$ cat src/rtl/warmboot_pkg.sv
// rtl/warmboot_pkg.sv - shared types and the slot address helper for warmboot_ctrl
package warmboot_pkg;

    typedef enum logic [2:0] {
        ST_PRE_RESET,
        ST_REQ,
        ST_WAIT,
        ST_POST_RESET,
        ST_RUN,
        ST_FAIL
    } warmboot_state_t;

    localparam int ADDR_CALC_BITS = 64;

    // Computed wide; callers truncate to their loader address width.
    function automatic logic [ADDR_CALC_BITS-1:0] slot_addr(
        input logic [ADDR_CALC_BITS-1:0] slot,
        input logic [ADDR_CALC_BITS-1:0] base,
        input logic [ADDR_CALC_BITS-1:0] stride
    );
        return base + slot * stride;
    endfunction

endpackage

$ cat src/rtl/warmboot_hold_cnt.sv
// rtl/warmboot_hold_cnt.sv - loadable down-counter for reset hold and load watchdog
module warmboot_hold_cnt #(
    parameter int WIDTH = 8
) (
    input  logic             clk_i,
    input  logic             rst_i,
    input  logic             load,
    input  logic [WIDTH-1:0] load_val,
    input  logic             dec,
    output logic             zero,
    output logic             last
);

    logic [WIDTH-1:0] count;

    always_ff @(posedge clk_i) begin
        if (rst_i) begin
            count <= '0;
        end else if (load) begin
            count <= load_val;
        end else if (dec && count != '0) begin
            count <= count - WIDTH'(1);
        end
    end

    assign zero = (count == '0);
    assign last = (count == WIDTH'(1));

endmodule

$ cat src/rtl/warmboot_ctrl.sv
// rtl/warmboot_ctrl.sv - cold/warm boot sequencer; WARMBOOT_WATCHDOG_EN adds a load timeout
module warmboot_ctrl
    import warmboot_pkg::*;
#(
    parameter int SLOT_BITS      = 4,
    parameter int NUM_SLOTS      = 16,
    parameter int DEFAULT_SLOT   = 0,
    parameter int ADDR_BITS      = 24,
    parameter int BASE_ADDR      = 0,
    parameter int SLOT_STRIDE    = 'h10000,
    parameter int RESET_HOLD     = 16,
    parameter int TIMEOUT_CYCLES = 2**20
) (
    input  logic                 clk_i,
    input  logic                 rst_i,
    input  logic [SLOT_BITS-1:0] slot_i,
    input  logic                 boot_i,
    output logic                 fabric_reset_o,
    output logic                 configured_o,
    output logic                 load_valid_o,
    input  logic                 load_ready_i,
    output logic [ADDR_BITS-1:0] load_addr_o,
    input  logic                 load_done_i,
    input  logic                 load_err_i,
    output logic [SLOT_BITS-1:0] active_slot_o,
    output logic                 fallback_o,
    output logic                 fail_o
);

    localparam int CNT_MAX  = (TIMEOUT_CYCLES > RESET_HOLD) ? TIMEOUT_CYCLES : RESET_HOLD;
    localparam int CNT_BITS = $clog2(CNT_MAX + 1);
    localparam logic [CNT_BITS-1:0]  HOLD_LOAD = CNT_BITS'(RESET_HOLD);
    localparam logic [SLOT_BITS-1:0] DEF_SLOT  = SLOT_BITS'(DEFAULT_SLOT);

    warmboot_state_t      state;
    logic [SLOT_BITS-1:0] target;
    logic                 boot_q;

    logic                 cnt_load;
    logic                 cnt_dec;
    logic [CNT_BITS-1:0]  cnt_val;
    logic                 cnt_zero;
    logic                 cnt_last;

    logic                 boot_rise;
    logic                 target_valid;
    logic [SLOT_BITS-1:0] target_fix;
    logic                 load_ok;
    logic                 load_bad;

    assign boot_rise    = boot_i && !boot_q;
    assign target_valid = (32'(target) < NUM_SLOTS);
    assign target_fix   = target_valid ? target : DEF_SLOT;
    assign load_ok      = load_done_i && !load_err_i;

`ifdef WARMBOOT_WATCHDOG_EN
    // A silent loader is treated as a failed load once the watchdog expires.
    assign load_bad = (load_done_i && load_err_i) || (!load_done_i && cnt_last);
`else
    assign load_bad = load_done_i && load_err_i;
`endif

    // Hold counts down RESET_HOLD..1; a zero count in PRE_RESET only follows rst_i.
    always_comb begin
        cnt_load = 1'b0;
        cnt_dec  = 1'b0;
        cnt_val  = HOLD_LOAD;
        case (state)
            ST_PRE_RESET: begin
                if (cnt_zero) cnt_load = 1'b1;
                else          cnt_dec  = 1'b1;
            end
            ST_REQ: begin
`ifdef WARMBOOT_WATCHDOG_EN
                if (load_ready_i) begin
                    cnt_load = 1'b1;
                    cnt_val  = CNT_BITS'(TIMEOUT_CYCLES);
                end
`endif
            end
            ST_WAIT: begin
                if (load_ok || (load_bad && target != DEF_SLOT)) begin
                    cnt_load = 1'b1;
                end else begin
`ifdef WARMBOOT_WATCHDOG_EN
                    cnt_dec = 1'b1;
`endif
                end
            end
            ST_POST_RESET: cnt_dec = 1'b1;
            ST_RUN:        if (boot_rise) cnt_load = 1'b1;
            default: ;
        endcase
    end

    warmboot_hold_cnt #(
        .WIDTH(CNT_BITS)
    ) u_hold_cnt (
        .clk_i   (clk_i),
        .rst_i   (rst_i),
        .load    (cnt_load),
        .load_val(cnt_val),
        .dec     (cnt_dec),
        .zero    (cnt_zero),
        .last    (cnt_last)
    );

    always_ff @(posedge clk_i) begin
        if (rst_i) begin
            state          <= ST_PRE_RESET;
            target         <= DEF_SLOT;
            boot_q         <= 1'b0;
            fabric_reset_o <= 1'b1;
            configured_o   <= 1'b0;
            load_valid_o   <= 1'b0;
            load_addr_o    <= '0;
            active_slot_o  <= DEF_SLOT;
            fallback_o     <= 1'b0;
            fail_o         <= 1'b0;
        end else begin
            boot_q <= boot_i;
            case (state)
                ST_PRE_RESET: begin
                    fabric_reset_o <= 1'b1;
                    configured_o   <= 1'b0;
                    if (!target_valid) begin
                        target     <= DEF_SLOT;
                        fallback_o <= 1'b1;
                    end
                    if (cnt_last) begin
                        state         <= ST_REQ;
                        load_valid_o  <= 1'b1;
                        load_addr_o   <= ADDR_BITS'(slot_addr(ADDR_CALC_BITS'(target_fix),
                                                              ADDR_CALC_BITS'(BASE_ADDR),
                                                              ADDR_CALC_BITS'(SLOT_STRIDE)));
                        active_slot_o <= target_fix;
                    end
                end
                ST_REQ: begin
                    if (load_ready_i) begin
                        state        <= ST_WAIT;
                        load_valid_o <= 1'b0;
                    end
                end
                ST_WAIT: begin
                    if (load_ok) begin
                        state        <= ST_POST_RESET;
                        configured_o <= 1'b1;
                    end else if (load_bad) begin
                        if (target != DEF_SLOT) begin
                            state      <= ST_PRE_RESET;
                            target     <= DEF_SLOT;
                            fallback_o <= 1'b1;
                        end else begin
                            state  <= ST_FAIL;
                            fail_o <= 1'b1;
                        end
                    end
                end
                ST_POST_RESET: begin
                    if (cnt_last) begin
                        state          <= ST_RUN;
                        fabric_reset_o <= 1'b0;
                    end
                end
                ST_RUN: begin
                    if (boot_rise) begin
                        state          <= ST_PRE_RESET;
                        target         <= slot_i;
                        fallback_o     <= 1'b0;
                        fabric_reset_o <= 1'b1;
                        configured_o   <= 1'b0;
                    end
                end
                ST_FAIL: begin
                    fail_o         <= 1'b1;
                    fabric_reset_o <= 1'b1;
                    configured_o   <= 1'b0;
                    load_valid_o   <= 1'b0;
                end
                default: state <= ST_PRE_RESET;
            endcase
        end
    end

endmodule
$ cat config.mk
export PLATFORM = sky130hd
export DESIGN_NAME = warmboot_ctrl
export DESIGN_NICKNAME = d
export VERILOG_FILES = /design/src/rtl/warmboot_pkg.sv /design/src/rtl/warmboot_hold_cnt.sv /design/src/rtl/warmboot_ctrl.sv
export SDC_FILE = /design/constraint.sdc
export NUM_CORES = 1
export LEC_CHECK = 0
export CAP_MARGIN = 30
export CORE_ASPECT_RATIO = 0.5
export CORE_MARGIN = 2
export CORE_UTILIZATION = 56
export DETAILED_ROUTE_END_ITERATION = 7
export GPL_TIMING_DRIVEN = 0
export HOLD_SLACK_MARGIN = 0.08
export PLACE_DENSITY_LB_ADDON = 0.2
export SLEW_MARGIN = 10
export SYNTH_ARGS = -nofsm -noshare
export SYNTH_HDL_FRONTEND = slang
export SYNTH_HIERARCHICAL = 1
export SYNTH_SLANG_ARGS = --single-unit
$ cat constraint.sdc
create_clock -name clk_i -period 6.1 [get_ports clk_i]
set_input_delay 0.915 -clock clk_i [delete_from_list [all_inputs] [get_ports clk_i]]
set_output_delay 0.915 -clock clk_i [all_outputs]
set_load 0.02 [all_outputs]
# ---- Word-level counts from Yosys, hierarchy flattened
# Index checks and enable logic that the tools add are counted.
# W data, S select, Z words.
dict set report classes {
  n_eq_ne 16
  muxes 38
  bitwise 1
  reduce_logical 27
  n_addsub 1
}
# operator count
set op_table {}
lappend op_table {{$eq A21 B1 Y1 const B} 1}
lappend op_table {{$logic_not A21 Y1} 1}
lappend op_table {{$mux W3} 7}
lappend op_table {{$reduce_bool A21 Y1} 1}
lappend op_table {{$sub A21 B1 Y21 const B} 1}
lappend op_table {{$ne A2 B2 Y1 const B} 9}
lappend op_table {{$pmux W3 S6} 1}
lappend op_table {{$mux W1} 16}
lappend op_table {{$mux W4} 4}
lappend op_table {{$pmux W1 S3} 4}
lappend op_table {{$mux W5} 2}
lappend op_table {{$reduce_and A3 Y1} 3}
lappend op_table {{$reduce_bool A3 Y1} 3}
lappend op_table {{$pmux W4 S2} 1}
lappend op_table {{$eq A3 B2 Y1 const B} 2}
lappend op_table {{$eq A3 B3 Y1 const B} 2}
lappend op_table {{$pmux W1 S2} 3}
lappend op_table {{$reduce_and A6 Y1} 1}
lappend op_table {{$reduce_bool A2 Y1} 3}
lappend op_table {{$logic_and A1 B1 Y1} 5}
lappend op_table {{$reduce_and A5 Y1} 1}
lappend op_table {{$reduce_and A4 Y1} 1}
lappend op_table {{$reduce_bool A4 Y1} 1}
lappend op_table {{$reduce_or A2 Y1} 2}
lappend op_table {{7 further kinds} 8}
dict set report totals {
  output_inout_bits 33
  inputBits 10
  wordCells 94
  regBits 38
}

# ---- Longest topological paths before layout
dict set report depth {
  word_depth 6
  depth_mapped 13
  mapped_depth_nobuf 12
}

# ---- Modules after synthesis
# The synthesis kept the hierarchy.
# mod area_per_inst_um2 seq_area_each_um2 cells_each n_inst
set by_module_without_submodules {}
lappend by_module_without_submodules {warmboot_hold_cnt 1332.5 420.4 154 1}
lappend by_module_without_submodules {warmboot_ctrl 1019.7 340.3 117 1}

# ---- Worst setup path after synthesis
# No wires, ideal clock.
dict set report synth_path {
  kind {register to register}
  startpoint {register u_hold_cnt.count[2]}
  endpoint {register state[0]}
  required_time_ps 6013
  stages_incl_launch_ff 10
  n_path_buf 1
  slack_ps 3312
  arrival_ps 2701
  setup_time_ps 87
  period_less_slack_ps 2788
  path_cell_list {dfxtp_1 > nor4_4 > and4_4 > buf_2 > nand2_1 > nor4b_1 > or2b_2 > a21o_2 > a2111o_1 > o31ai_1}
}
dict set report synth_via {
  elab_chain_len 3
  elab_cells_between_ends 4
  classes_between {3 x eq/ne; 1 x reduce/logical}
}
# element line
set synth_rtl {}
lappend synth_rtl {{from (decl)} warmboot_hold_cnt.sv:14} ;# logic [WIDTH-1:0] count;
lappend synth_rtl {{from (signal assigned)} warmboot_hold_cnt.sv:20} ;# count <= load_val;
lappend synth_rtl {{from (signal assigned)} warmboot_hold_cnt.sv:22} ;# count <= count - WIDTH'(1);
lappend synth_rtl {{$eq A21 B1 Y1 *} warmboot_hold_cnt.sv:27} ;# assign last = (count == WIDTH'(1));
lappend synth_rtl {{net cnt_last} warmboot_ctrl.sv:43} ;# logic cnt_last;
lappend synth_rtl {{$ne A2 B2 Y1 (no line)} --}
lappend synth_rtl {{$reduce_and A6 Y1 (no line) *} --}
lappend synth_rtl {{to (signal assigned)} warmboot_ctrl.sv:110} ;# state <= ST_PRE_RESET;
lappend synth_rtl {{to (signal assigned)} warmboot_ctrl.sv:131} ;# state <= ST_REQ;
lappend synth_rtl {{to (signal assigned)} warmboot_ctrl.sv:141} ;# state <= ST_WAIT;
lappend synth_rtl {{to (decl)} warmboot_ctrl.sv:35} ;# warmboot_state_t state;
# The timed path passes the listed nets; every way through them passes the cells marked *.
# A chain may end at the register's enable or synchronous reset.

# ---- Worst setup path after layout
# Ends and elaborated chain as after synthesis.

==> flow_metrics.tcl <==
set metrics [dict create \
    setup_viol_count_final 0 \
    grt_pass1_vias 1945 \
    min_from "fabric_reset_o$_SDFFE_PP1P_" \
    cts_tree "built" \
    crit_fanout 10 \
    power_frac_seq_pct 28.2 \
    cts.sink_count 38 \
    final_nets 352 \
    finalHoldViolCount 0 \
    yosysUniqueCellTypes 62 \
    crit_type "flop to flop" \
    stdcell_count 394 \
    track_usage_pct 24.3 \
    cts-root-buf "clkbuf_8" \
    hold_ws_ps 458 \
    holdPathEnd "fabric_reset_o$_SDFFE_PP1P_" \
    drc 0 \
    swShare_pct 44.1 \
    register_area_um2 761 \
    timing.rr.end "state[0]$_SDFFE_PP0P_" \
    coreArea_mm2 0.00396 \
    dpl.cell_count 386 \
    yosysTopAreaCell "dfxtp_1" \
    drt_iter0_markers 84 \
    die_w_um 95.7 \
    period_share_pct 55.0 \
    critPathRequiredTime_ps 6310 \
    leakagePower_nw 1.15 \
    finClkSkew_ps 5.60 \
    synth_ff_type "dfxtp_1" \
    globalplace.congestion 0.888 \
    total_power_mw 1.34 \
    grt_pass1_wl_mm 8.98 \
    wire_per_inst_um 13.5 \
    fmax_mhz 298 \
    num_io_pins 43 \
    grt_overflow_total 0 \
    yosys_warnings 6 \
    numCtsBuffers 5 \
    ant_nets 0 \
    drive_gt1_share_pct 16.2 \
    post_cts_resized 0 \
    dp_worst_setup_slack_ps 2830 \
    first_pass_iters 5 \
    setup_slack_ps 2750 \
    design_area_mm2 0.00290 \
    antenna_found_initial 0 \
    area_growth_pct 23.1 \
    synth.avg_cell_area_um2 8.68 \
    arrival_ps 3560 \
    die_h_um 49.8 \
    peakVddDrop_v 0.000270 \
    port_buffers 22 \
    cp-start-kind "flop" \
    slew_viol_final 0 \
    cap_violations 0 \
    internal-power_mw 0.750 \
    cts.path.max_buffers 2 \
    ys_ff_latch 38 \
    r2r_cells 9 \
    power.density_mw_per_mm2 463 \
    pwr-share-comb_pct 55.9 \
    cts_setup_buffers 0 \
    htreeDepth 2 \
    synth_edf_count 0 \
    seq_area_frac_synth_pct 32.3 \
    die-area_mm2 0.00477 \
    async_flop_share_pct 0 \
    hp-class "flop to flop" \
    run_status "completed" \
    syn_area_mm2 0.00235 \
    p_clk_share_pct 15.9 \
    diodes 0 \
    end_kind "flop" \
    relSlewSlack_pct 41.3 \
    fillers 313 \
    r2r_setup_slack_ps 2750 \
    cts-hold-fix-buffers 0 \
    via_per_inst 5.37 \
    switchingPower_mw 0.591 \
    clk_pin_slew_worst_paths_ps 80 \
    grt_max_degree 13 \
    min_path_cells 2 \
    r2r_start "u_hold_cnt/count[2]$_SDFFE_PP0P_" \
    postLayoutCoreUtil_pct 73.0 \
    synth_top_area_share_pct 32.3 \
    tns_ps 0 \
    multiInputGateArea_mm2 0.00145 \
    vias 2115 \
    finalWirelength_mm 5.34 \
    min_period_ps 3350 \
    tightest_slew_ps 878 \
    synthTopCellsByArea "dfxtp_1, buf_4, a211oi_1" \
    rows 16 \
    syn_inst 271 \
    dp_hpwl_mm 3.83 \
    rsz0062_at_grt "no" \
    start_util_pct 59.3 \
    insertion_delay_ps 300 \
    placed_area_mm2 0.00279 \
]
registers in the layout, indices dropped and copies added, names as in the netlist:
name,cells
load_valid_o,1
target,4
configured_o,1
u_hold_cnt/count,21
fallback_o,1
state,3
fabric_reset_o,1
boot_q,1
load_addr_o,4
fail_o,1
power by group through the flow:
stage	combinational, mW	clock (mW)	sequential, mW
after global routing	0.829	0.228	0.386
after CTS	0.743	0.217	0.377
after floorplan	0.597	0	0.368
after detailed placement	0.736	0	0.382
after global placement	0.716	0	0.377
final	0.750	0.213	0.378
Yosys cell counts (all sizes together) (3+ instances only):
| library cell | count |
|---|---|
| nor2b | 6 |
| xnor2 | 14 |
| clkbuf | 7 |
| inv | 6 |
| nor3 | 10 |
| nor4 | 4 |
| ha | 3 |
| xor2 | 3 |
| nand3 | 5 |
| a31oi | 4 |
| o31ai | 3 |
| buf | 29 |
| o21bai | 4 |
| mux2i | 5 |
| nand4 | 4 |
| a211oi | 19 |
| nor2 | 33 |
| a22o | 4 |
| a21oi | 17 |
| nand3b | 3 |
| dfxtp | 38 |
| nand2 | 9 |
| nand4b | 3 |
layout make-up:
class                   count  share of cell area, %
well taps                  54                   2.33
flip-flops and latches     38                   26.3
repair buffers             22                   7.61
clock buffers               5                   2.38
multi-input cells         229                   50.1
plain buffers              37                   9.16
inverters                   6                  0.778
clock inverters             3                   1.38
critical path: stages (launching register included):
cell	delay (ps)
dfxtp_1	380
nor4_4	540
and4_4	350
buf_2	240
nand2_1	100
nor4b_1	590
or2b_2	390
a21o_2	240
a2111o_1	350
o31ai_1	80
per-layer routing:
metal  part of all wire, %  global-route usage [%]
met3                   8.2                    7.49
met5                     0                       0
met2                    46                    39.5
met4                   1.1                    6.67
met1                    45                    31.2
layout by cell type (no fill, tap or decap), types with 6 or more instances in the layout:
master and instances:
clkbuf_1 7, a211oi_1 18, nor2_1 32, clkdlybuf4s50_1 22
xnor2_1 14, dfxtp_1 38, conb_1 41, a21oi_1 17
nor3_1 8, nor2b_1 6, buf_4 25, nand2_1 9
inv_1 6
worst max-delay path by stage:
stage | start | end | slack (ps) | depth (start not counted)
after floorplan | u_hold_cnt/count[2]$_SDFFE_PP0P_ | state[0]$_SDFFE_PP0P_ | 3310 | 9
after global placement | u_hold_cnt/count[2]$_SDFFE_PP0P_ | state[0]$_SDFFE_PP0P_ | 2820 | 9
after detailed placement | u_hold_cnt/count[2]$_SDFFE_PP0P_ | state[0]$_SDFFE_PP0P_ | 2830 | 9
after CTS | u_hold_cnt/count[2]$_SDFFE_PP0P_ | state[0]$_SDFFE_PP0P_ | 2810 | 9
after global routing | u_hold_cnt/count[2]$_SDFFE_PP0P_ | u_hold_cnt/count[12]$_SDFFE_PP0P_ | 2580 | 13
final | u_hold_cnt/count[2]$_SDFFE_PP0P_ | state[0]$_SDFFE_PP0P_ | 2750 | 9
cell families (layout without fill, tap and decap cells):
| logic type | Yosys count | count (layout) | share of synthesized area [%] |
|---|---|---|---|
| mux | 5 | 5 | 2.13 |
| fa+ha+maj | 3 | 3 | 1.60 |
| xor+xnor | 17 | 17 | 6.33 |
| flops | 38 | 38 | 32.3 |
| buf+inv | 43 | 73 | 12.2 |
| compound gates | 66 | 66 | 19.8 |
| other cells | 2 | 41 | 0.319 |
| simple gates | 97 | 97 | 25.2 |
(Power assumes the default switching activity.)
